`config.mk`:
```
export PLATFORM = sky130hd
export DESIGN_NAME = spi_fifo_axis_packer
export DESIGN_NICKNAME = d
export VERILOG_FILES = /design/src/rtl/spi_fifo_axis_packer.sv
export SDC_FILE = /design/constraint.sdc
export NUM_CORES = 1
export LEC_CHECK = 0
export ABC_AREA = 1
export CORE_MARGIN = 3
export CORE_UTILIZATION = 53
export DETAILED_ROUTE_END_ITERATION = 16
export PLACE_DENSITY = 0.79
export REMOVE_ABC_BUFFERS = 1
export SYNTH_ARGS = -nofsm -noshare
export SYNTH_HDL_FRONTEND = slang
export SYNTH_SLANG_ARGS = --single-unit
```
`constraint.sdc`:
```
create_clock -name clk -period 2 [get_ports clk]
set_input_delay 0.5 -clock clk [delete_from_list [all_inputs] [get_ports clk]]
set_output_delay 0.5 -clock clk [all_outputs]
set_load 0.05 [all_outputs]
```
`src/rtl/spi_fifo_axis_packer.sv`:
```
// Packs bytes drained from the SPI read-data FIFO into AXI-Stream beats, lane 0 first,
// and closes each read transaction with a TLAST beat once read_complete has risen and the FIFO has drained.
module spi_fifo_axis_packer #(
    parameter int unsigned DATA_WIDTH   = 32,
    parameter int unsigned EMPTY_SETTLE = 2
) (
    input  logic                    clk,
    input  logic                    rstn,
    input  logic                    fifo_not_empty,
    input  logic [7:0]              fifo_dout,
    output logic                    fifo_rd_en,
    input  logic                    read_complete,
    output logic [DATA_WIDTH-1:0]   m_axis_tdata,
    output logic [DATA_WIDTH/8-1:0] m_axis_tkeep,
    output logic                    m_axis_tlast,
    output logic                    m_axis_tvalid,
    input  logic                    m_axis_tready,
    output logic [15:0]             beat_count,
    output logic                    busy
);

    localparam int unsigned BPW = DATA_WIDTH / 8;
    localparam int unsigned CW  = $clog2(BPW + 1);
    localparam int unsigned ECW = (EMPTY_SETTLE < 1) ? 1 : $clog2(EMPTY_SETTLE + 1);

    typedef enum logic [1:0] {IDLE, RD, CAP, SEND} state_t;

    state_t                  state, state_nxt;
    logic [CW-1:0]           cnt;
    logic [DATA_WIDTH-1:0]   acc;
    logic                    pending_last;
    logic [ECW-1:0]          empty_cnt;
    logic                    rc_q;

    logic                    rc_rise;
    logic                    flush;
    logic                    cnt_full;
    logic                    handshake;
    logic                    send_go;
    logic                    send_last;
    logic                    drop_pend;
    logic [BPW-1:0]          keep_c;

    assign rc_rise    = read_complete & ~rc_q;
    assign flush      = pending_last && (empty_cnt >= ECW'(EMPTY_SETTLE));
    assign cnt_full   = (cnt == CW'(BPW));
    assign handshake  = m_axis_tvalid && m_axis_tready;
    assign fifo_rd_en = (state == RD);
    assign busy       = (state != IDLE) || (cnt != '0) || pending_last;

    // Contiguous lane mask covering the cnt bytes collected so far
    always_comb begin
        keep_c = '0;
        for (int unsigned i = 0; i < BPW; i++) begin
            keep_c[i] = (CW'(i) < cnt);
        end
    end

    always_ff @(posedge clk or negedge rstn) begin
        if (!rstn) state <= IDLE;
        else       state <= state_nxt;
    end

    // A full word waits in IDLE so that a following byte or flush decides whether it carries TLAST
    always_comb begin
        state_nxt = state;
        send_go   = 1'b0;
        send_last = 1'b0;
        drop_pend = 1'b0;
        case (state)
            IDLE: begin
                if (cnt_full && fifo_not_empty) begin
                    state_nxt = SEND;
                    send_go   = 1'b1;
                end else if (cnt_full && flush) begin
                    state_nxt = SEND;
                    send_go   = 1'b1;
                    send_last = 1'b1;
                end else if (!cnt_full && fifo_not_empty) begin
                    state_nxt = RD;
                end else if ((cnt != '0) && flush) begin
                    state_nxt = SEND;
                    send_go   = 1'b1;
                    send_last = 1'b1;
                end else if (flush) begin
                    drop_pend = 1'b1;
                end
            end
            RD:      state_nxt = CAP;
            CAP:     state_nxt = IDLE;
            SEND:    if (handshake) state_nxt = IDLE;
            default: state_nxt = IDLE;
        endcase
    end

    always_ff @(posedge clk or negedge rstn) begin
        if (!rstn) begin
            cnt           <= '0;
            acc           <= '0;
            pending_last  <= 1'b0;
            empty_cnt     <= '0;
            rc_q          <= 1'b0;
            m_axis_tdata  <= '0;
            m_axis_tkeep  <= '0;
            m_axis_tlast  <= 1'b0;
            m_axis_tvalid <= 1'b0;
            beat_count    <= '0;
        end else begin
            rc_q <= read_complete;

            if (fifo_not_empty)                      empty_cnt <= '0;
            else if (empty_cnt < ECW'(EMPTY_SETTLE)) empty_cnt <= empty_cnt + ECW'(1);

            // A new edge outranks a simultaneous clear so it is never lost
            if (rc_rise)                                        pending_last <= 1'b1;
            else if ((handshake && m_axis_tlast) || drop_pend)  pending_last <= 1'b0;

            if (state == CAP) begin
                for (int unsigned i = 0; i < BPW; i++) begin
                    if (cnt == CW'(i)) acc[8*i +: 8] <= fifo_dout;
                end
                cnt <= cnt + CW'(1);
            end

            if (state == IDLE && send_go) begin
                m_axis_tvalid <= 1'b1;
                m_axis_tdata  <= acc;
                m_axis_tkeep  <= keep_c;
                m_axis_tlast  <= send_last;
            end else if (state == SEND && handshake) begin
                m_axis_tvalid <= 1'b0;
                m_axis_tdata  <= '0;
                m_axis_tkeep  <= '0;
                m_axis_tlast  <= 1'b0;
                cnt           <= '0;
                acc           <= '0;
                beat_count    <= beat_count + 16'd1;
            end
        end
    end

endmodule

```
==> results of run 1 <==
through the flow:
stage | area, um^2 | setup slack, ns
after detailed placement | 4980 | 0.0970
after global routing | 5240 | 0.00911
after global placement | 4980 | 0.159
after floorplan | 4180 | -0.430
final | 5240 | 0.0631
after CTS | 5210 | 0.0119
kinds of logic (layout without fill, tap and decap cells):
kind of cell    count (synthesis)  count (layout)  share of synthesized area
simple gates                  276             276                      0.300
flops                          95              95                      0.550
buf+inv                        51             130                     0.0600
compound gates                 50              50                     0.0588
xor+xnor                        8               8                     0.0162
fa+ha+maj                       5               5                     0.0145
worst max-delay path: stages (launching register included):
cell and delay [ns]:
dfrtp_1 0.42, inv_2 0.10, ha_4 0.14, nand2_2 0.08, inv_2 0.09, nand3_2 0.08, buf_8 0.16
power by group:
group,total [W],switching (W),internal (W)
Sequential,0.00319,0.000508,0.00268
Combinational,0.00406,0.00278,0.00128
Clock,0.00133,0.000723,0.000603
routing by layer:
layer | share of wire | GRT usage | up-vias | routed length, um
li1 | - | - | 1736 | -
met1 | 0.43 | 0.291 | 1733 | 4070
met2 | 0.49 | 0.359 | 106 | 4660
met3 | 0.061 | 0.0430 | 19 | 585
met4 | 0.023 | 0.0746 | 0 | 216
met5 | 0 | 0 | - | 0
final cells by class:
class / count / area, um^2 / share of cell area
Clock inverter: 6 / 77.6 / 0.0148
Multi-Input combinational cell: 339 / 1700 / 0.325
Sequential cell: 95 / 2380 / 0.454
Clock buffer: 10 / 128 / 0.0244
Inverter: 31 / 116 / 0.0222
Timing Repair Buffer: 83 / 708 / 0.135
Tap cell: 102 / 128 / 0.0244
placed cells by master (no fill, tap or decap), types with 2 or more instances in the layout:
| cell | n |
|---|---|
| a21oi_1 | 5 |
| buf_12 | 4 |
| buf_4 | 67 |
| clkbuf_8 | 9 |
| clkdlybuf4s50_1 | 11 |
| dfrtp_1 | 94 |
| ha_1 | 4 |
| inv_1 | 23 |
| inv_2 | 8 |
| inv_8 | 2 |
| nand2_1 | 90 |
| nand2_2 | 4 |
| nand3_1 | 73 |
| nand3_2 | 13 |
| nand3b_1 | 2 |
| nand4_1 | 6 |
| nor2_1 | 78 |
| nor2_2 | 3 |
| nor2_4 | 4 |
| o21ai_0 | 43 |
| xnor2_1 | 4 |
| xor2_1 | 4 |
worst min path at each step:
stage               from          endpoint  slack, ns  cells past startpoint
floorplan           rstn            acc[0]       0.20                      0
global placement    rc_q      pending_last       0.41                      1
detailed placement  rc_q      pending_last       0.43                      1
CTS                 rstn  m_axis_tdata[24]       0.03                      1
global route        rstn  m_axis_tdata[24]       0.04                      1
finish              rstn  m_axis_tdata[24]       0.02                      1
repair_timing:
action                                  in CTS  in global routing
gates resized for setup                      6                  3
gates cloned                                 0                  0
setup buffers                                2                  1
endpoints found under the setup margin       1                  1
state kept, by name (all words and copies together), names as in the netlist:
name,count
empty_cnt,2
acc,32
m_axis_tkeep,4
m_axis_tlast,1
state,2
m_axis_tdata,32
m_axis_tvalid,1
pending_last,1
rc_q,1
beat_count,16
cnt,3
==> results.py, run 1 <==
metrics = {
    "timing": {
        "max-slew-margin-rel": 0.713,
        "slew_violations": 0,
        "hold_viol_final": 0,
        "skew_ns": 0.0130,
        "setup-tns-final_ns": 0,
        "setup_viol": 0,
        "rsz0062_at_grt": "no",
        "post-route-period-util": 0.968,
        "fmax_mhz": 516,
        "whs_ns": 0.0158,
        "period_needed_ns": 1.94,
        "tightest_slew_ns": 0.431,
    },
    "grt": {
        "grt_overflow": 0,
        "grt_pass1_wl_um": 15700,
        "grt_max_degree": 47,
        "antenna_found_initial": 0,
        "globalRouteTotalUtil": 0.219,
        "grt_pass1_vias": 3399,
    },
    "routing": {
        "num_vias": 3594,
        "drtIter0Drc": 237,
        "postRouteAntennaNets": 0,
        "routed_via_density": 5.40,
        "finalWirelength_um": 9530,
        "drc": 0,
        "wl_per_cell_um": 14.3,
        "firstDrtPassIters": 5,
    },
    "power_and_ir_drop": {
        "cellLeakagePower_nw": 2.65,
        "ir_drop_v": 0.00111,
        "power.density_nw_per_um2": 1640,
        "power_w": 0.00857,
    },
    "setup_path": {
        "worst_r2r_endpoint": "m_axis_tdata[21]",
        "end_kind": "output pin",
        "r2r_cells": 6,
        "cp_max_fo": 4,
        "crit_path_end": "busy",
        "arrival_ns": 1.44,
        "crit_start": "cnt[0]",
        "r2r_start": "state[0]",
        "cp.required_ns": 1.50,
        "start_kind": "flip-flop",
        "rrSetupSlack_ns": 0.33,
        "worstSetupPathType": "reg -> out",
    },
    "clock_network": {
        "h-tree-depth": 3,
        "cts_hold_buf": 0,
        "numCtsBuffers": 9,
        "clockBufferDepth": 2,
        "cts_root_buf": "clkbuf_8",
        "clock_latency_ns": 0.38,
        "path_clk_slew_ns": 0.10,
        "clock_sinks": 95,
        "cts_tree": "built",
    },
    "yosys": {
        "synth-seq-cells": 95,
        "synth_cell_types": 25,
        "avgSynthCellArea_um2": 8.91,
        "yosysMostFrequentCell": "dfrtp_1",
        "ys_warn_count": 0,
        "synthTopCellsByArea": "dfrtp_1 55%, nand3_1 8.6%, nand2_1 7.8%",
        "syn_inst": 485,
        "synth_common_cells": "95 x dfrtp_1, 90 x nand2_1, 78 x nor2_1",
        "yosys.area.top_type": "dfrtp_1",
        "ys.flop_type": "dfrtp_1",
        "synth_edf_count": 0,
        "seq_area_frac_synth": 0.550,
        "async_reset_ff_frac": 1.00,
        "netlist_area_um2": 4320,
        "synth_top_area_share": 0.550,
    },
    "finish": {
        "utilization": 0.671,
        "layout-drive-gt1-share": 0.218,
        "final_cells": 666,
        "area_growth_pct": 21.2,
        "nFillCells": 629,
        "final_nets": 577,
        "antenna_cells": 0,
    },
    "place": {
        "placedCellCount": 647,
        "gp_congestion": 0.860,
        "dp_hpwl_um": 6690,
        "port_buffers": 68,
    },
    "hold_path": {
        "min_path_type": "in -> async",
    },
    "floorplanning": {
        "die_area_um2": 9270,
        "rows": 32,
        "die_x_um": 96.3,
        "die_h_um": 96.3,
        "io_pins": 69,
        "core_area_um2": 7810,
        "initial_core_util": 0.553,
    },
    "job": {
        "maxCapViolCount": 0,
    },
    "run_status": {
        "status": "completed",
    },
}
Power figures use the tool's default switching activity.
==> inputs of run 2 (changes only) <==
--- a/config.mk
+++ b/config.mk
@@ -7,9 +7,10 @@
 export LEC_CHECK = 0
 export ABC_AREA = 1
 export CORE_MARGIN = 3
-export CORE_UTILIZATION = 53
+export CORE_UTILIZATION = 45
+export CTS_CLUSTER_SIZE = 24
 export DETAILED_ROUTE_END_ITERATION = 16
-export PLACE_DENSITY = 0.79
+export PLACE_DENSITY = 0.69
 export REMOVE_ABC_BUFFERS = 1
 export SYNTH_ARGS = -nofsm -noshare
 export SYNTH_HDL_FRONTEND = slang
==> run 2 against run 1 <==
  * Die area increased by 17%
  * Clock skew about the same
  * Setup slack got worse by 0.038 ns
  * Final cell count increased by 3.8%
  * Largest cell class unchanged
  * Highest routed layer unchanged
==> results.py, run 2 (synthesized netlist as in run 1, its figures left out) <==
metrics = {
    "timing": {
        "skew_ns": 0.0131,
        "post-route-period-util": 0.987,
        "fmax_mhz": 506,
        "slew_violations": 0,
        "hold_viol_final": 0,
        "whs_ns": 0.0418,
        "setup_viol": 0,
        "period_needed_ns": 1.97,
        "max-slew-margin-rel": 0.750,
        "tightest_slew_ns": 0.375,
    },
    "routing": {
        "drc": 0,
        "num_vias": 3474,
        "postRouteAntennaNets": 0,
        "wl_per_cell_um": 13.9,
        "firstDrtPassIters": 4,
        "drtIter0Drc": 166,
        "routed_via_density": 5.03,
        "finalWirelength_um": 9630,
    },
    "floorplanning": {
        "die_area_um2": 10800,
        "core_area_um2": 9280,
        "io_pins": 69,
        "die_x_um": 104,
        "initial_core_util": 0.465,
        "die_h_um": 104,
        "rows": 35,
    },
    "job": {
        "maxCapViolCount": 0,
    },
    "setup_path": {
        "cp_max_fo": 4,
        "arrival_ns": 1.47,
        "cpPeakStageDelay_ns": 0.41,
        "worstSetupPathType": "reg -> out",
        "path_buf_inv": 3,
        "start_kind": "flip-flop",
        "cp.required_ns": 1.50,
        "end_kind": "output pin",
        "path_cells": "inv_1 -> ha_2 -> nand2_4 -> inv_2 -> nand3_2 -> buf_8",
        "slowest_stage": "dfrtp_2",
        "cpLargestDelayFamily": "flip-flops",
    },
    "clock_network": {
        "cts_root_buf": "clkbuf_8",
        "clock_sinks": 95,
        "cts_tree": "built",
        "cts_hold_buf": 0,
        "h-tree-depth": 3,
        "path_clk_slew_ns": 0.10,
        "numCtsBuffers": 9,
        "clock_latency_ns": 0.36,
        "clockBufferDepth": 2,
    },
    "power_and_ir_drop": {
        "ir_drop_v": 0.000767,
        "power.density_nw_per_um2": 1650,
        "cellLeakagePower_nw": 2.68,
    },
    "grt": {
        "grt_max_degree": 57,
        "grt_pass1_wl_um": 16600,
        "antenna_found_initial": 0,
        "grt_overflow": 0,
        "globalRouteTotalUtil": 0.186,
        "grt_pass1_vias": 3380,
    },
    "finish": {
        "layout-drive-gt1-share": 0.215,
        "reg.largest.list": "acc: 32 flops, m_axis_tdata: 32 flops, beat_count: 16 flops",
        "antenna_cells": 0,
        "mostFrequentLayoutCells": "94 x dfrtp_1, 90 x nand2_1, 78 x nor2_1",
        "final_common_cell": "dfrtp_1",
        "final_nets": 576,
        "area_growth_pct": 23.1,
        "final_cells": 691,
        "final_area_um2": 5320,
    },
    "place": {
        "dpl_cell_area_um2": 5030,
        "placedCellCount": 673,
        "dp_hpwl_um": 6740,
        "port_buffers": 68,
        "gp_congestion": 0.835,
    },
    "hold_path": {
        "min_path_type": "in -> async",
    },
    "run_status": {
        "status": "completed",
    },
}
[run 2: repair_timing]
| item | 4_1_cts | 5_1_grt |
|---|---|---|
| endpoints found under the setup margin | 1 | 1 |
| buffers inserted | 2 | 1 |
| gates resized for setup | 2 | 6 |
[run 2: where the power goes]
group	switching [W]	internal, W	total [W]	leakage (nW)
logic	0.00277	0.00131	0.00408	1.38
clock network	0.000690	0.000835	0.00153	0.120
registers	0.000502	0.00268	0.00318	1.18
total	0.00396	0.00483	0.00879	2.68
[run 2: worst paths after layout]
kind	startpoint	depth (start not counted)	to	slack, ns
max	cnt[1]	6	busy	0.03
min	rstn	1	acc[31]	0.04
max reg2reg	cnt[1]	9	acc[1]	0.36
min reg2reg	rc_q	1	pending_last	0.43
max in group asynchronous	rstn	2	cnt[1]	1.39
min in group clk	rc_q	1	pending_last	0.43
[run 2: layout make-up]
type | instances | area [um^2]
sequential | 95 | 2380
clock inverter | 6 | 116
timing repair buffer | 82 | 726
inverter | 31 | 116
multi-input combinational | 339 | 1700
tap | 129 | 161
clock buffer | 9 | 124
fill | 867 | 3970
[run 2: through the flow]
step	power, W	utilization	setup WS (ns)	TNS, ns
6_report	0.00879	0.573	0.0252	0
2_1_floorplan	0.00589	-	-0.430	-10.38
5_1_grt	0.00938	0.573	-0.0221	-0.0221
4_1_cts	0.00882	0.570	0.00280	0
3_3_place_gp	0.00717	0.542	0.106	0
3_5_place_dp	0.00726	0.542	0.0769	0
[run 2: routing by layer]
metal	vias up	global-route usage	part of all wire
met5	-	0	0
met4	0	0.0655	0.013
met3	11	0.0304	0.041
met2	70	0.318	0.50
met1	1656	0.241	0.45
li1	1737	-	-
==> inputs of run 3 (changes only) <==
--- a/config.mk
+++ b/config.mk
@@ -10,6 +10,7 @@
 export CORE_UTILIZATION = 45
 export CTS_CLUSTER_SIZE = 24
 export DETAILED_ROUTE_END_ITERATION = 16
+export GPL_ROUTABILITY_DRIVEN = 0
 export PLACE_DENSITY = 0.69
 export REMOVE_ABC_BUFFERS = 1
 export SYNTH_ARGS = -nofsm -noshare
==> results of run 3 <==
The final DEF is identical to that of run 2; final timing and power are the same.
